`config.mk`:
```
export PLATFORM = sky130hd
export DESIGN_NAME = lsu_mem_sequencer_flat
export DESIGN_NICKNAME = d
export VERILOG_FILES = /design/src/rtl/lsu_mem_sequencer_if.sv /design/src/rtl/lsu_mem_sequencer.sv /design/src/flat_wrapper.sv
export SDC_FILE = /design/constraint.sdc
export NUM_CORES = 1
export LEC_CHECK = 0
export CAP_MARGIN = 40
export CORE_ASPECT_RATIO = 1.5
export CORE_MARGIN = 4
export CORE_UTILIZATION = 40
export CTS_CLUSTER_SIZE = 25
export DETAILED_ROUTE_END_ITERATION = 8
export DONT_BUFFER_PORTS = 1
export PLACE_DENSITY_LB_ADDON = 0.1
export SYNTH_ARGS = -nofsm -noshare
export SYNTH_HDL_FRONTEND = slang
export SYNTH_SLANG_ARGS = --single-unit
```
`constraint.sdc`:
```
create_clock -name clk_i -period 6.2 [get_ports clk_i]
set_clock_uncertainty 0.2 [all_clocks]
set_input_delay 0.93 -clock clk_i [delete_from_list [all_inputs] [get_ports clk_i]]
set_output_delay 0.93 -clock clk_i [all_outputs]
set_load 0.005 [all_outputs]
```
`src/rtl/lsu_mem_sequencer_if.sv`:
```
// Core-side request/response port and data-memory bus port of the LSU sequencer.
// Member names carry the direction of the signal as seen by the sequencer.
interface lsu_core_if #(
  parameter int XLEN = 32
) ();
  logic            req_valid_i;
  logic            req_ready_o;
  logic            req_we_i;
  logic [1:0]      req_size_i;
  logic            req_unsigned_i;
  logic [XLEN-1:0] req_addr_i;
  logic [XLEN-1:0] req_wdata_i;
  logic            rsp_valid_o;
  logic [XLEN-1:0] rsp_rdata_o;
  logic            rsp_err_o;

  // Request: transfer when req_valid_i && req_ready_o on a rising edge; no backpressure on rsp.
  modport master (
    output req_valid_i, req_we_i, req_size_i, req_unsigned_i, req_addr_i, req_wdata_i,
    input  req_ready_o, rsp_valid_o, rsp_rdata_o, rsp_err_o
  );
  modport slave (
    input  req_valid_i, req_we_i, req_size_i, req_unsigned_i, req_addr_i, req_wdata_i,
    output req_ready_o, rsp_valid_o, rsp_rdata_o, rsp_err_o
  );
endinterface

interface lsu_bus_if #(
  parameter int XLEN = 32,
  parameter int NB   = XLEN / 8
) ();
  logic            mem_req_o;
  logic            mem_gnt_i;
  logic            mem_we_o;
  logic [XLEN-1:0] mem_addr_o;
  logic [NB-1:0]   mem_be_o;
  logic [XLEN-1:0] mem_wdata_o;
  logic            mem_rvalid_i;
  logic [XLEN-1:0] mem_rdata_i;

  modport master (
    output mem_req_o, mem_we_o, mem_addr_o, mem_be_o, mem_wdata_o,
    input  mem_gnt_i, mem_rvalid_i, mem_rdata_i
  );
  modport slave (
    input  mem_req_o, mem_we_o, mem_addr_o, mem_be_o, mem_wdata_o,
    output mem_gnt_i, mem_rvalid_i, mem_rdata_i
  );
endinterface

```
`src/rtl/lsu_mem_sequencer.sv`:
```
// Load/store sequencer: aligns one core access onto a req/gnt/rvalid word bus,
// splitting word-crossing accesses into two beats and merging/extending load data.
module lsu_mem_sequencer #(
  parameter int XLEN = 32
) (
  input  logic       clk_i,
  input  logic       rst_ni,
  lsu_core_if.slave  core,
  lsu_bus_if.master  bus,
  output logic       busy_o,
  output logic [2:0] dbg_state_o
);
  localparam int NB = XLEN / 8;
  localparam int OW = $clog2(NB);

  typedef enum logic [2:0] {
    IDLE  = 3'd0,
    REQ0  = 3'd1,
    WAIT0 = 3'd2,
    REQ1  = 3'd3,
    WAIT1 = 3'd4,
    RESP  = 3'd5
  } state_e;

  state_e          state_q, state_d;
  logic            we_q, uns_q;
  logic [1:0]      size_q;
  logic [XLEN-1:0] addr_q, wdata_q, rdata0_q, rdata1_q;

  logic            mem_req_q, mem_req_d, mem_we_q, mem_we_d;
  logic [XLEN-1:0] mem_addr_q, mem_addr_d, mem_wdata_q, mem_wdata_d;
  logic [NB-1:0]   mem_be_q, mem_be_d;

  logic            accept;
  logic            eff_we;
  logic [1:0]      eff_size;
  logic [XLEN-1:0] eff_addr, eff_wdata, aligned;
  logic [OW-1:0]   off;
  logic [OW:0]     nbytes;
  logic            split;
  logic [NB-1:0]   base_be;
  logic [2*NB-1:0] be_wide;
  logic [2*XLEN-1:0] wdata_wide;
  logic [XLEN-1:0] raw, ext;

  assign accept = core.req_valid_i && (state_q == IDLE);

  // Beat fields come from the live request in the accept cycle, else from the capture.
  always_comb begin
    eff_we    = accept ? core.req_we_i    : we_q;
    eff_size  = accept ? core.req_size_i  : size_q;
    eff_addr  = accept ? core.req_addr_i  : addr_q;
    eff_wdata = accept ? core.req_wdata_i : wdata_q;
    off       = eff_addr[OW-1:0];
    aligned   = {eff_addr[XLEN-1:OW], {OW{1'b0}}};
    case (eff_size)
      2'd0:    nbytes = (OW+1)'(1);
      2'd1:    nbytes = (OW+1)'(2);
      default: nbytes = (OW+1)'(NB);
    endcase
    split = ({1'b0, off} + nbytes) > (OW+1)'(NB);
    for (int i = 0; i < NB; i++) base_be[i] = (i < int'(nbytes));
    // The upper half of each widened vector is exactly what spills into beat1.
    be_wide    = {{NB{1'b0}}, base_be} << off;
    wdata_wide = {{XLEN{1'b0}}, eff_wdata} << {off, 3'b000};
  end

  always_comb begin
    state_d = state_q;
    case (state_q)
      IDLE:    if (core.req_valid_i) state_d = (core.req_size_i == 2'd3) ? RESP : REQ0;
      REQ0:    if (bus.mem_gnt_i) state_d = WAIT0;
      WAIT0:   if (bus.mem_rvalid_i) state_d = split ? REQ1 : RESP;
      REQ1:    if (bus.mem_gnt_i) state_d = WAIT1;
      WAIT1:   if (bus.mem_rvalid_i) state_d = RESP;
      RESP:    state_d = IDLE;
      default: state_d = IDLE;
    endcase
  end

  always_comb begin
    mem_req_d   = 1'b0;
    mem_we_d    = 1'b0;
    mem_addr_d  = '0;
    mem_be_d    = '0;
    mem_wdata_d = '0;
    if (state_d == REQ0) begin
      mem_req_d   = 1'b1;
      mem_we_d    = eff_we;
      mem_addr_d  = aligned;
      mem_be_d    = be_wide[NB-1:0];
      mem_wdata_d = wdata_wide[XLEN-1:0];
    end else if (state_d == REQ1) begin
      mem_req_d   = 1'b1;
      mem_we_d    = eff_we;
      mem_addr_d  = aligned + XLEN'(NB);
      mem_be_d    = be_wide[2*NB-1:NB];
      mem_wdata_d = wdata_wide[2*XLEN-1:XLEN];
    end
  end

  always_ff @(posedge clk_i or negedge rst_ni) begin
    if (!rst_ni) begin
      state_q     <= IDLE;
      we_q        <= 1'b0;
      uns_q       <= 1'b0;
      size_q      <= 2'd0;
      addr_q      <= '0;
      wdata_q     <= '0;
      rdata0_q    <= '0;
      rdata1_q    <= '0;
      mem_req_q   <= 1'b0;
      mem_we_q    <= 1'b0;
      mem_addr_q  <= '0;
      mem_be_q    <= '0;
      mem_wdata_q <= '0;
    end else begin
      state_q     <= state_d;
      mem_req_q   <= mem_req_d;
      mem_we_q    <= mem_we_d;
      mem_addr_q  <= mem_addr_d;
      mem_be_q    <= mem_be_d;
      mem_wdata_q <= mem_wdata_d;
      if (accept) begin
        we_q     <= core.req_we_i;
        uns_q    <= core.req_unsigned_i;
        size_q   <= core.req_size_i;
        addr_q   <= core.req_addr_i;
        wdata_q  <= core.req_wdata_i;
        rdata0_q <= '0;
        rdata1_q <= '0;
      end
      if (state_q == WAIT0 && bus.mem_rvalid_i) rdata0_q <= bus.mem_rdata_i;
      if (state_q == WAIT1 && bus.mem_rvalid_i) rdata1_q <= bus.mem_rdata_i;
    end
  end

  always_comb begin
    raw = XLEN'({rdata1_q, rdata0_q} >> {addr_q[OW-1:0], 3'b000});
    case (size_q)
      2'd0:    ext = uns_q ? {{(XLEN-8){1'b0}}, raw[7:0]}   : {{(XLEN-8){raw[7]}}, raw[7:0]};
      2'd1:    ext = uns_q ? {{(XLEN-16){1'b0}}, raw[15:0]} : {{(XLEN-16){raw[15]}}, raw[15:0]};
      default: ext = raw;
    endcase
  end

  assign core.req_ready_o = (state_q == IDLE);
  assign core.rsp_valid_o = (state_q == RESP);
  assign core.rsp_err_o   = (state_q == RESP) && (size_q == 2'd3);
  assign core.rsp_rdata_o = ((state_q == RESP) && !we_q && (size_q != 2'd3)) ? ext : '0;

  assign bus.mem_req_o   = mem_req_q;
  assign bus.mem_we_o    = mem_we_q;
  assign bus.mem_addr_o  = mem_addr_q;
  assign bus.mem_be_o    = mem_be_q;
  assign bus.mem_wdata_o = mem_wdata_q;

  assign busy_o      = (state_q != IDLE);
  assign dbg_state_o = state_q;
endmodule

```
`src/flat_wrapper.sv`:
```
// flat-port wrapper written by rule: the top's interface ports become plain ports
module lsu_mem_sequencer_flat 
#(
  parameter int XLEN = 32
)
  (clk_i, rst_ni, busy_o, dbg_state_o, core_req_valid_i, core_req_we_i, core_req_size_i, core_req_unsigned_i, core_req_addr_i, core_req_wdata_i, core_req_ready_o, core_rsp_valid_o, core_rsp_rdata_o, core_rsp_err_o, bus_mem_req_o, bus_mem_we_o, bus_mem_addr_o, bus_mem_be_o, bus_mem_wdata_o, bus_mem_gnt_i, bus_mem_rvalid_i, bus_mem_rdata_i);
  lsu_core_if #(.XLEN(XLEN)) core_i ();
  lsu_bus_if #(.XLEN(XLEN)) bus_i ();
  input  logic clk_i;
  input  logic rst_ni;
  output logic busy_o;
  output logic [2:0] dbg_state_o;
  input wire logic [$bits(core_i.req_valid_i)-1:0] core_req_valid_i;
  input wire logic [$bits(core_i.req_we_i)-1:0] core_req_we_i;
  input wire logic [$bits(core_i.req_size_i)-1:0] core_req_size_i;
  input wire logic [$bits(core_i.req_unsigned_i)-1:0] core_req_unsigned_i;
  input wire logic [$bits(core_i.req_addr_i)-1:0] core_req_addr_i;
  input wire logic [$bits(core_i.req_wdata_i)-1:0] core_req_wdata_i;
  output wire logic [$bits(core_i.req_ready_o)-1:0] core_req_ready_o;
  output wire logic [$bits(core_i.rsp_valid_o)-1:0] core_rsp_valid_o;
  output wire logic [$bits(core_i.rsp_rdata_o)-1:0] core_rsp_rdata_o;
  output wire logic [$bits(core_i.rsp_err_o)-1:0] core_rsp_err_o;
  output wire logic [$bits(bus_i.mem_req_o)-1:0] bus_mem_req_o;
  output wire logic [$bits(bus_i.mem_we_o)-1:0] bus_mem_we_o;
  output wire logic [$bits(bus_i.mem_addr_o)-1:0] bus_mem_addr_o;
  output wire logic [$bits(bus_i.mem_be_o)-1:0] bus_mem_be_o;
  output wire logic [$bits(bus_i.mem_wdata_o)-1:0] bus_mem_wdata_o;
  input wire logic [$bits(bus_i.mem_gnt_i)-1:0] bus_mem_gnt_i;
  input wire logic [$bits(bus_i.mem_rvalid_i)-1:0] bus_mem_rvalid_i;
  input wire logic [$bits(bus_i.mem_rdata_i)-1:0] bus_mem_rdata_i;
  assign core_i.req_valid_i = core_req_valid_i;
  assign core_i.req_we_i = core_req_we_i;
  assign core_i.req_size_i = core_req_size_i;
  assign core_i.req_unsigned_i = core_req_unsigned_i;
  assign core_i.req_addr_i = core_req_addr_i;
  assign core_i.req_wdata_i = core_req_wdata_i;
  assign core_req_ready_o = core_i.req_ready_o;
  assign core_rsp_valid_o = core_i.rsp_valid_o;
  assign core_rsp_rdata_o = core_i.rsp_rdata_o;
  assign core_rsp_err_o = core_i.rsp_err_o;
  assign bus_mem_req_o = bus_i.mem_req_o;
  assign bus_mem_we_o = bus_i.mem_we_o;
  assign bus_mem_addr_o = bus_i.mem_addr_o;
  assign bus_mem_be_o = bus_i.mem_be_o;
  assign bus_mem_wdata_o = bus_i.mem_wdata_o;
  assign bus_i.mem_gnt_i = bus_mem_gnt_i;
  assign bus_i.mem_rvalid_i = bus_mem_rvalid_i;
  assign bus_i.mem_rdata_i = bus_mem_rdata_i;
  lsu_mem_sequencer #(.XLEN(XLEN)) u_core (.clk_i(clk_i), .rst_ni(rst_ni), .core(core_i), .bus(bus_i), .busy_o(busy_o), .dbg_state_o(dbg_state_o));
endmodule
```
==> results of run 1 <==
[critical path, stage by stage (launching register included)]
cell and delay (ps):
dfrtp_1 470, buf_4 220, or4b_4 580, mux2i_1 360
inv_1 130, nor2_1 170, ha_1 160, inv_1 50
fa_1 410, or2_2 300, a211oi_1 400, o31ai_4 120
buf_4 260, clkinv_1 90, buf_4 420, nand3_1 220
or4_1 430, a21oi_1 150
[worst max path at each step]
stage	startpoint	to	slack (ps)	depth (start not counted)
floorplan	core_req_valid_i	u_core.bus.mem_addr_o[28]$_DFF_PN0_	1030	17
detailed placement	core_req_valid_i	u_core.bus.mem_addr_o[9]$_DFF_PN0_	720	16
global placement	core_req_valid_i	u_core.bus.mem_wdata_o[3]$_DFF_PN0_	800	14
global route	u_core.dbg_state_o[2]$_DFF_PN0_	u_core.bus.mem_addr_o[9]$_DFF_PN0_	490	16
finish	u_core.dbg_state_o[0]$_DFF_PN0_	u_core.bus.mem_addr_o[9]$_DFF_PN0_	940	17
CTS	u_core.dbg_state_o[0]$_DFF_PN0_	u_core.bus.mem_addr_o[9]$_DFF_PN0_	950	17
[final cells by class]
type	count	area, um2
diodes	1	2.50
clock buffers	19	443
clock inverters	13	156
fillers	2375	13500
inverters	38	143
multi-input cells	666	4590
flip-flops and latches	195	4880
well taps	324	405
repair buffers	24	216
[state kept, by name, summed over array words and instances (netlist names), 2 cells and up]
| register | count |
|---|---|
| u_core.dbg_state_o | 3 |
| u_core.rdata0_q | 32 |
| u_core.bus.mem_addr_o | 30 |
| u_core.rdata1_q | 24 |
| u_core.addr_q | 32 |
| u_core.wdata_q | 32 |
| u_core.bus.mem_wdata_o | 32 |
| u_core.size_q | 2 |
| u_core.bus.mem_be_o | 4 |
[metal layers]
layer	track usage [%]	routed length (um)	up-vias
met5	0	13	-
met1	24.2	10700	3674
met2	40.9	16800	211
li1	-	-	3388
met3	7.61	2430	29
met4	6.95	630	2
[what timing repair did]
action	in CTS	in global routing
hold buffers	1	0
endpoints found under the setup margin	0	0
endpoints found under the hold margin	195	0
resized for setup	0	0
[placed cells by master, fill, tap and decap left out, types with 17 or more instances in the layout]
cell type and n:
o21ai_0 26, mux4_2 30, buf_4 21, mux2i_1 24
dfrtp_1 194, nor3_1 19, a22o_1 56, nor2_1 86
inv_1 36, mux2_2 45, a21oi_1 83, and3_1 17
nand3_1 40, clkbuf_16 17, nand2_1 130
[stage by stage]
| step | hold slack [ps] | setup slack, ps | util, % | area, um2 |
|---|---|---|---|---|
| 2_1_floorplan | 261 | 1030 | - | 9840 |
| 3_3_place_gp | 281 | 805 | 41.8 | 10200 |
| 3_5_place_dp | 282 | 717 | 41.9 | 10200 |
| 4_1_cts | 301 | 952 | 44.5 | 10800 |
| 5_1_grt | 315 | 487 | 44.5 | 10800 |
| 6_report | 286 | 944 | 44.5 | 10800 |
[power by group]
part           total, mW  internal (mW)  switching, mW
Clock               1.14          0.645          0.494
Combinational       2.72           1.08           1.63
Sequential          2.21           1.80          0.411
Total               6.07           3.53           2.54
[kinds of logic (layout without fill, tap and decap cells)]
| kind of cell | count (synthesis) | count (layout) | synth area share (%) |
|---|---|---|---|
| AOI/OAI and AO/OA | 196 | 196 | 13.0 |
| other | 1 | 3 | 0.0381 |
| adders and majority gates | 3 | 3 | 0.458 |
| DFF | 195 | 195 | 49.6 |
| muxes | 100 | 100 | 14.6 |
| xor gates and xnor gates | 16 | 16 | 1.42 |
| buffers and inverters | 111 | 94 | 4.48 |
| and+or+nand+nor | 349 | 349 | 16.4 |
==> impl_results.md, run 1 <==
- Die width: 136 um
- Clock root cell: clkbuf_16
- Biggest area consumer among synthesized cells: dfrtp_1
- Asr flop ratio synth: 100%
- Initial Util: 40.4%
- 1st-iter DRT viols: 358
- CP max FO: 43
- # nets final: 1050
- Maxcap violations: 0
- Min-Delay Path Class: input pin to asynchronous set/reset pin
- Total Die Area: 27200 um2
- Most common cell in the netlist: dfrtp_1
- Max-slew violations: 0
- Post-synth top cells: dfrtp_1 (195), nand2_1 (130), nor2_1 (87)
- Power per Cell Area: 560 nW/um2
- Clock Path Buffers: 2
- Max Freq: 190 MHz
- Min Tclk post-route: 5260 ps
- Largest net degree at the start of global routing: 196
- Data required, critical path: 6360 ps
- Antenna-violating nets left: 0
- # placed instances: 1246
- Synth area leaders: dfrtp_1 (50%), mux4_2 (6.9%), mux2_2 (5.1%)
- Share of layout cells above drive strength 1: 15.7%
- Total CTS buffers: 17
- Worst slew pin tran: 1090 ps
- R2r setup slk: 940 ps
- Status: complete, no violations
- Clock Sink Count: 195
- Syn. warnings: 0
- Period utilization: 84.8%
- Worst r2r dst: u_core.bus.mem_addr_o[9]$_DFF_PN0_
- Area delta synth->final: 10.1%
- Clk_lat worst skew: 440 ps
- Finished Layout Cells: 1280
- Crit. End Element: flop
- RSZ-0062 raised after global routing: false
- DRT Pass-1 Iters: 6
- Share of Yosys cell area claimed by the top area cell type: 49.6%
- Post-Synthesis Cell Area: 9840 um2
- Worst vdd ir: 0.000240 V
- Leakage power: 4.82 nW
- Port-buffer cells: 0
- GRT Total Usage: 22.5%
- Routed WL: 30.5 mm
- Core Region: 24300 um2
- Worst Reg-to-Reg Cells: 17
- Yosys reg bits: 195
- Launch point of the worst reg-to-reg path: u_core.dbg_state_o[0]$_DFF_PN0_
- Vias per inst: 5.71
- H-tree levels: 4
- Post-Synthesis Cells: 971
- Slew margin rel.: 27.2%
- Clock transition at the registers of the reported paths: 70 ps
- Final Setup Violations: 0
- Routability cong.: 0.815
- Main synth FF type: dfrtp_1
- First-pass GRT wire length: 46.3 mm
- CTS tree: done
- Vias in the first global route: 7428
- IO Count: 214
- EDFF count, synth: 0
- Mean Syn Cell Area: 10.1 um2
- Total power: 6.07 mW
- Die height: 200 um
- Wirelength per Cell: 23.9 um
- Initial antenna violation count: 2
- Post-synthesis cell type count: 53
- CP Class: flop to flop
- Startpoint types: flop
- Critical Path AT: 5410 ps
- DP HPWL: 21.7 mm
- Post-synthesis sequential area ratio: 49.6%
- Row Count: 70
- Postcts setup bufs: 0
- Setup tns final: 0 ps
- Remaining DRCs: 0
- Final hold vios: 0
- Vias: 7304
- Grt ovf: 0
Power figures use the tool's default switching activity.
==> run 2: changes to the inputs <==
clock period = 4.85 ns   (was 6.2 ns; I/O delays follow)
==> impl_results.md, run 2 (synthesized netlist as in run 1, its figures left out) <==
- Total CTS buffers: 17
- 1st-iter DRT viols: 332
- CP Class: flop to flop
- CP max FO: 11
- H-tree levels: 4
- Final hold vios: 195
- Die height: 200 um
- Startpoint types: flop
- GRT Total Usage: 23.0%
- Setup WS post-layout: 436 ps
- CTS tree: done
- Critical Path AT: 4580 ps
- Share of layout cells above drive strength 1: 16.8%
- IO Count: 214
- Worst vdd ir: 0.000351 V
- Clk_lat worst skew: 440 ps
- Routability cong.: 0.839
- Vias: 7344
- DRT Pass-1 Iters: 5
- Most used cell, CP: or4b_4
- Post-CTS resize count: 0
- Period utilization: 91.0%
- Clock Path Buffers: 2
- RSZ-0062 raised after global routing: false
- Gate power share: 46.2%
- Area delta synth->final: 10.8%
- Remaining DRCs: 0
- Finished Layout Cells: 1289
- Max-slew violations: 0
- Antenna cells: 0
- Min-Delay Path Class: input pin to asynchronous set/reset pin
- Clock Sink Count: 195
- Slew margin rel.: 52.3%
- Leakage power: 4.84 nW
- Failing checks: hold timing
- Maxcap violations: 0
- Cells along the critical path: or4b_4 -> mux2_2 -> nor2_1 -> ha_1 -> inv_1 -> fa_1 -> or2_2 -> a211oi_1 -> o31ai_4 -> buf_4 -> or4b_4 -> or3_1 -> a21oi_1
- Largest net degree at the start of global routing: 196
- Worst hold slack: -219 ps
- Postcts setup bufs: 0
- Status: complete, but fails checks
- Sw power: 3.28 mW
- # nets final: 1060
- Antenna-violating nets left: 0
- Final Setup Violations: 0
- Wirelength per Cell: 23.8 um
- Vias per inst: 5.70
- Clock root cell: clkbuf_16
- Grt ovf: 0
- Vias in the first global route: 7739
- CP max stage cell: or4b_4
- Total Die Area: 27200 um2
- Setup tns final: 0 ps
- Setup WS pre-CTS: 184 ps
- Placed Instance Area: 10300 um2
- Int Pwr: 4.56 mW
- Cell area after layout: 10900 um2
- Port-buffer cells: 0
- Crit. End Element: flop
- Min Tclk post-route: 4410 ps
- Row Count: 70
- Core Region: 24300 um2
- Initial Util: 40.4%
- Routed WL: 30.7 mm
- DP HPWL: 22.3 mm
- Worst slew pin tran: 715 ps
- Power share of the clock group: 18.3%
- Max Freq: 227 MHz
- Sw frac: 41.8%
- Most common cell after layout, fill and taps aside: dfrtp_1
- First-pass GRT wire length: 47.1 mm
- Register share of total power: 35.5%
- # placed instances: 1257
- Clock transition at the registers of the reported paths: 70 ps
- Most frequent cells in the layout: dfrtp_1 (194), nand2_1 (130), nor2_1 (86)
- Max incr delay on CP: 600 ps
- Data required, critical path: 5020 ps
- Initial antenna violation count: 1
- Power per Cell Area: 719 nW/um2
- Post-layout util: 44.8%
- Die width: 136 um
run 2: layout make-up:
type | count | area (um2)
well taps | 324 | 405
clock inverters | 11 | 126
repair buffers | 34 | 279
multi-input cells | 666 | 4600
flip-flops and latches | 195 | 4880
inverters | 38 | 143
clock buffers | 21 | 470
fillers | 2396 | 13400
run 2: worst max-delay path: cells and delay by family, from the launching register on:
family / cells / cell delay [ps]
compound gates: 3 / 690
simple gates: 5 / 1910
fa+ha+maj: 2 / 560
buf+inv: 2 / 250
mux: 1 / 350
flops: 1 / 390
run 2: power by group through the flow:
stage / Sequential [mW] / Combinational (mW) / Clock, mW
floorplan: 2.61 / 2.64 / 0
global placement: 2.81 / 3.61 / 0
detailed placement: 2.81 / 3.65 / 0
CTS: 2.79 / 3.67 / 1.48
global route: 2.86 / 4.01 / 1.54
finish: 2.78 / 3.62 / 1.43
run 2: layer usage:
layer | part of all wire (%) | vias up | GRT usage [%]
met4 | 3.7 | 0 | 9.62
met5 | 0 | - | 0
li1 | - | 3391 | -
met2 | 53 | 254 | 40.4
met1 | 35 | 3652 | 25.2
met3 | 7.8 | 47 | 7.61
run 2: worst paths after layout:
path,slack [ps],to,from,cells past startpoint
worst max-delay path,440,u_core.bus.mem_addr_o[28]$_DFF_PN0_,u_core.dbg_state_o[1]$_DFF_PN0_,13
worst min-delay path,-220,u_core.rdata0_q[6]$_DFFE_PN0P_,rst_ni,0
worst max register to register,440,u_core.bus.mem_addr_o[28]$_DFF_PN0_,u_core.dbg_state_o[1]$_DFF_PN0_,13
worst min register to register,300,u_core.rdata1_q[17]$_DFFE_PN0P_,u_core.rdata1_q[17]$_DFFE_PN0P_,1
max in group asynchronous,4320,u_core.bus.mem_wdata_o[0]$_DFF_PN0_,rst_ni,0
min in group clk_i,200,u_core.uns_q$_DFFE_PN0P_,core_req_unsigned_i,2
run 2: per-stage QoR:
step	hold WS [ps]	power (mW)
6_report	-219	7.84
5_1_grt	-252	8.42
4_1_cts	-247	7.94
3_5_place_dp	238	6.46
3_3_place_gp	236	6.41
2_1_floorplan	232	5.25
==> run 3: changes to the inputs <==
clock period = 4.4 ns   (was 4.85 ns; I/O delays follow)
==> impl_results.md, run 3 (synthesized netlist as in run 1, its figures left out) <==
- Status: complete, but fails checks
- Failing checks: hold timing
- Area delta synth->final: 11.4%
- Worst slew pin tran: 714 ps
- Post-layout util: 45.0%
- Critical Path AT: 4250 ps
- Vias per inst: 5.64
- Grt ovf: 0
- Max Freq: 244 MHz
- Startpoint types: flop
- Multi-input gate area: 4640 um2
- Crit. End Element: flop
- Port-buffer cells: 0
- Slew margin rel.: 52.4%
- Total Die Area: 27200 um2
- Total CTS buffers: 17
- Clock root cell: clkbuf_16
- Die height: 200 um
- Final Setup Violations: 0
- Vias: 7294
- Largest net degree at the start of global routing: 196
- Clock Sink Count: 195
- Antenna-violating nets left: 0
- Remaining DRCs: 0
- Post-CTS resize count: 0
- Most common cell after layout, fill and taps aside: dfrtp_1
- Reg area: 4880 um2
- Initial antenna violation count: 1
- Worst vdd ir: 0.000347 V
- Min-Delay Path Class: input pin to asynchronous set/reset pin
- Routed WL: 28.7 mm
- Fillers: 2375
- Worst hold slack: -282 ps
- DP HPWL: 20.0 mm
- Power per Cell Area: 778 nW/um2
- Routability cong.: 0.827
- GRT Total Usage: 21.6%
- Initial Util: 40.4%
- DRT Pass-1 Iters: 5
- CP Class: flop to flop
- IO Count: 214
- RSZ-0062 raised after global routing: false
- Wirelength per Cell: 22.2 um
- Placed Instance Area: 10400 um2
- Worst Reg-to-Reg Cells: 13
- 1st-iter DRT viols: 343
- CTS tree: done
- Final hold vios: 195
- Leakage power: 4.88 nW
- Period utilization: 93.1%
- Most frequent cells in the layout: dfrtp_1 (194), nand2_1 (130), nor2_1 (85)
- First-pass GRT wire length: 45.1 mm
- Max-slew violations: 0
- # nets final: 1065
- Clk_lat worst skew: 440 ps
- Cell area after layout: 11000 um2
- Clock Path Buffers: 2
- Data required, critical path: 4560 ps
- CP max FO: 5
- Vias in the first global route: 7516
- Share of layout cells above drive strength 1: 17.6%
- Row Count: 70
- Clock transition at the registers of the reported paths: 70 ps
- Core Region: 24300 um2
- H-tree levels: 4
- Min Tclk post-route: 4100 ps
- Maxcap violations: 0
- Die width: 136 um
## run 3: changes by cell type in the layout (fill, tap and decap cells not counted), moves of 2 or more
cell        previous run  this run
buf_4                 32        37
clkbuf_8               3         0
clkinv_2               1         4
clkinvlp_4             7         4
a211oi_1               4         2
a211oi_2               0         2
or2_2                  9         7
or2_4                  0         2
## run 3: where the power goes
part | internal [mW] | leakage, nW | switching [mW]
Sequential | 2.54 | 2.53 | 0.506
Combinational | 1.66 | 2.08 | 2.29
Clock | 0.834 | 0.268 | 0.697
Total | 5.03 | 4.88 | 3.49
## run 3: path summary, 6_finish.rpt
path | startpoint | end | slack (ps)
max | u_core.dbg_state_o[1]$_DFF_PN0_ | u_core.bus.mem_addr_o[28]$_DFF_PN0_ | 300
min | rst_ni | u_core.addr_q[30]$_DFF_PN0_ | -280
max reg2reg | u_core.dbg_state_o[1]$_DFF_PN0_ | u_core.bus.mem_addr_o[28]$_DFF_PN0_ | 300
min reg2reg | u_core.rdata1_q[18]$_DFFE_PN0P_ | u_core.rdata1_q[18]$_DFFE_PN0P_ | 300
max in group asynchronous | rst_ni | u_core.addr_q[3]$_DFF_PN0_ | 3920
min in group clk_i | core_req_unsigned_i | u_core.uns_q$_DFFE_PN0P_ | 130
## run 3: cell type report
class | count | share of cell area [%]
Inverter | 38 | 1.30
Antenna cell | 1 | 0.0228
Sequential cell | 195 | 44.5
Multi-Input combinational cell | 666 | 42.3
Tap cell | 324 | 3.70
Clock buffer | 18 | 3.92
Timing Repair Buffer | 39 | 2.97
Clock inverter | 13 | 1.24
## run 3: metrics by stage
step | power [mW] | worst slack (ps) | std cells | setup TNS, ps | hold WS [ps]
detailed placement | 7.05 | 98.8 | 1261 | 0 | 175
CTS | 8.63 | 258 | 1292 | 0 | -302
finish | 8.53 | 304 | 1294 | 0 | -282
floorplan | 5.85 | -25.9 | 972 | -25.9 | 164
global route | 9.23 | 76.1 | 1294 | 0 | -315
global placement | 7.01 | 185 | 1260 | 0 | 174
## run 3: routing by layer
| layer | share of wire, % | track usage [%] | wire length, um | vias up |
|---|---|---|---|---|
| met3 | 7.0 | 6.41 | 2010 | 32 |
| met4 | 2.2 | 6.38 | 618 | 0 |
| met2 | 52 | 36.6 | 14900 | 216 |
| met1 | 39 | 26.4 | 11200 | 3644 |
| met5 | 0 | 0 | 0 | - |
| li1 | - | - | - | 3402 |
## run 3: repair_timing
| item | in CTS | in global routing |
|---|---|---|
| hold endpoints to repair | 195 | 195 |
| buffers inserted | 0 | 1 |
| setup endpoints to repair | 0 | 1 |
## run 3: critical path: stages (launching register included)
cell	delay (ps)
dfrtp_1	400
or4b_4	600
mux2_4	360
nor2_4	90
ha_1	140
inv_1	50
fa_2	380
or2_4	240
a211oi_2	320
o31ai_4	130
buf_4	170
or4b_4	490
or3_1	310
a21oi_1	130
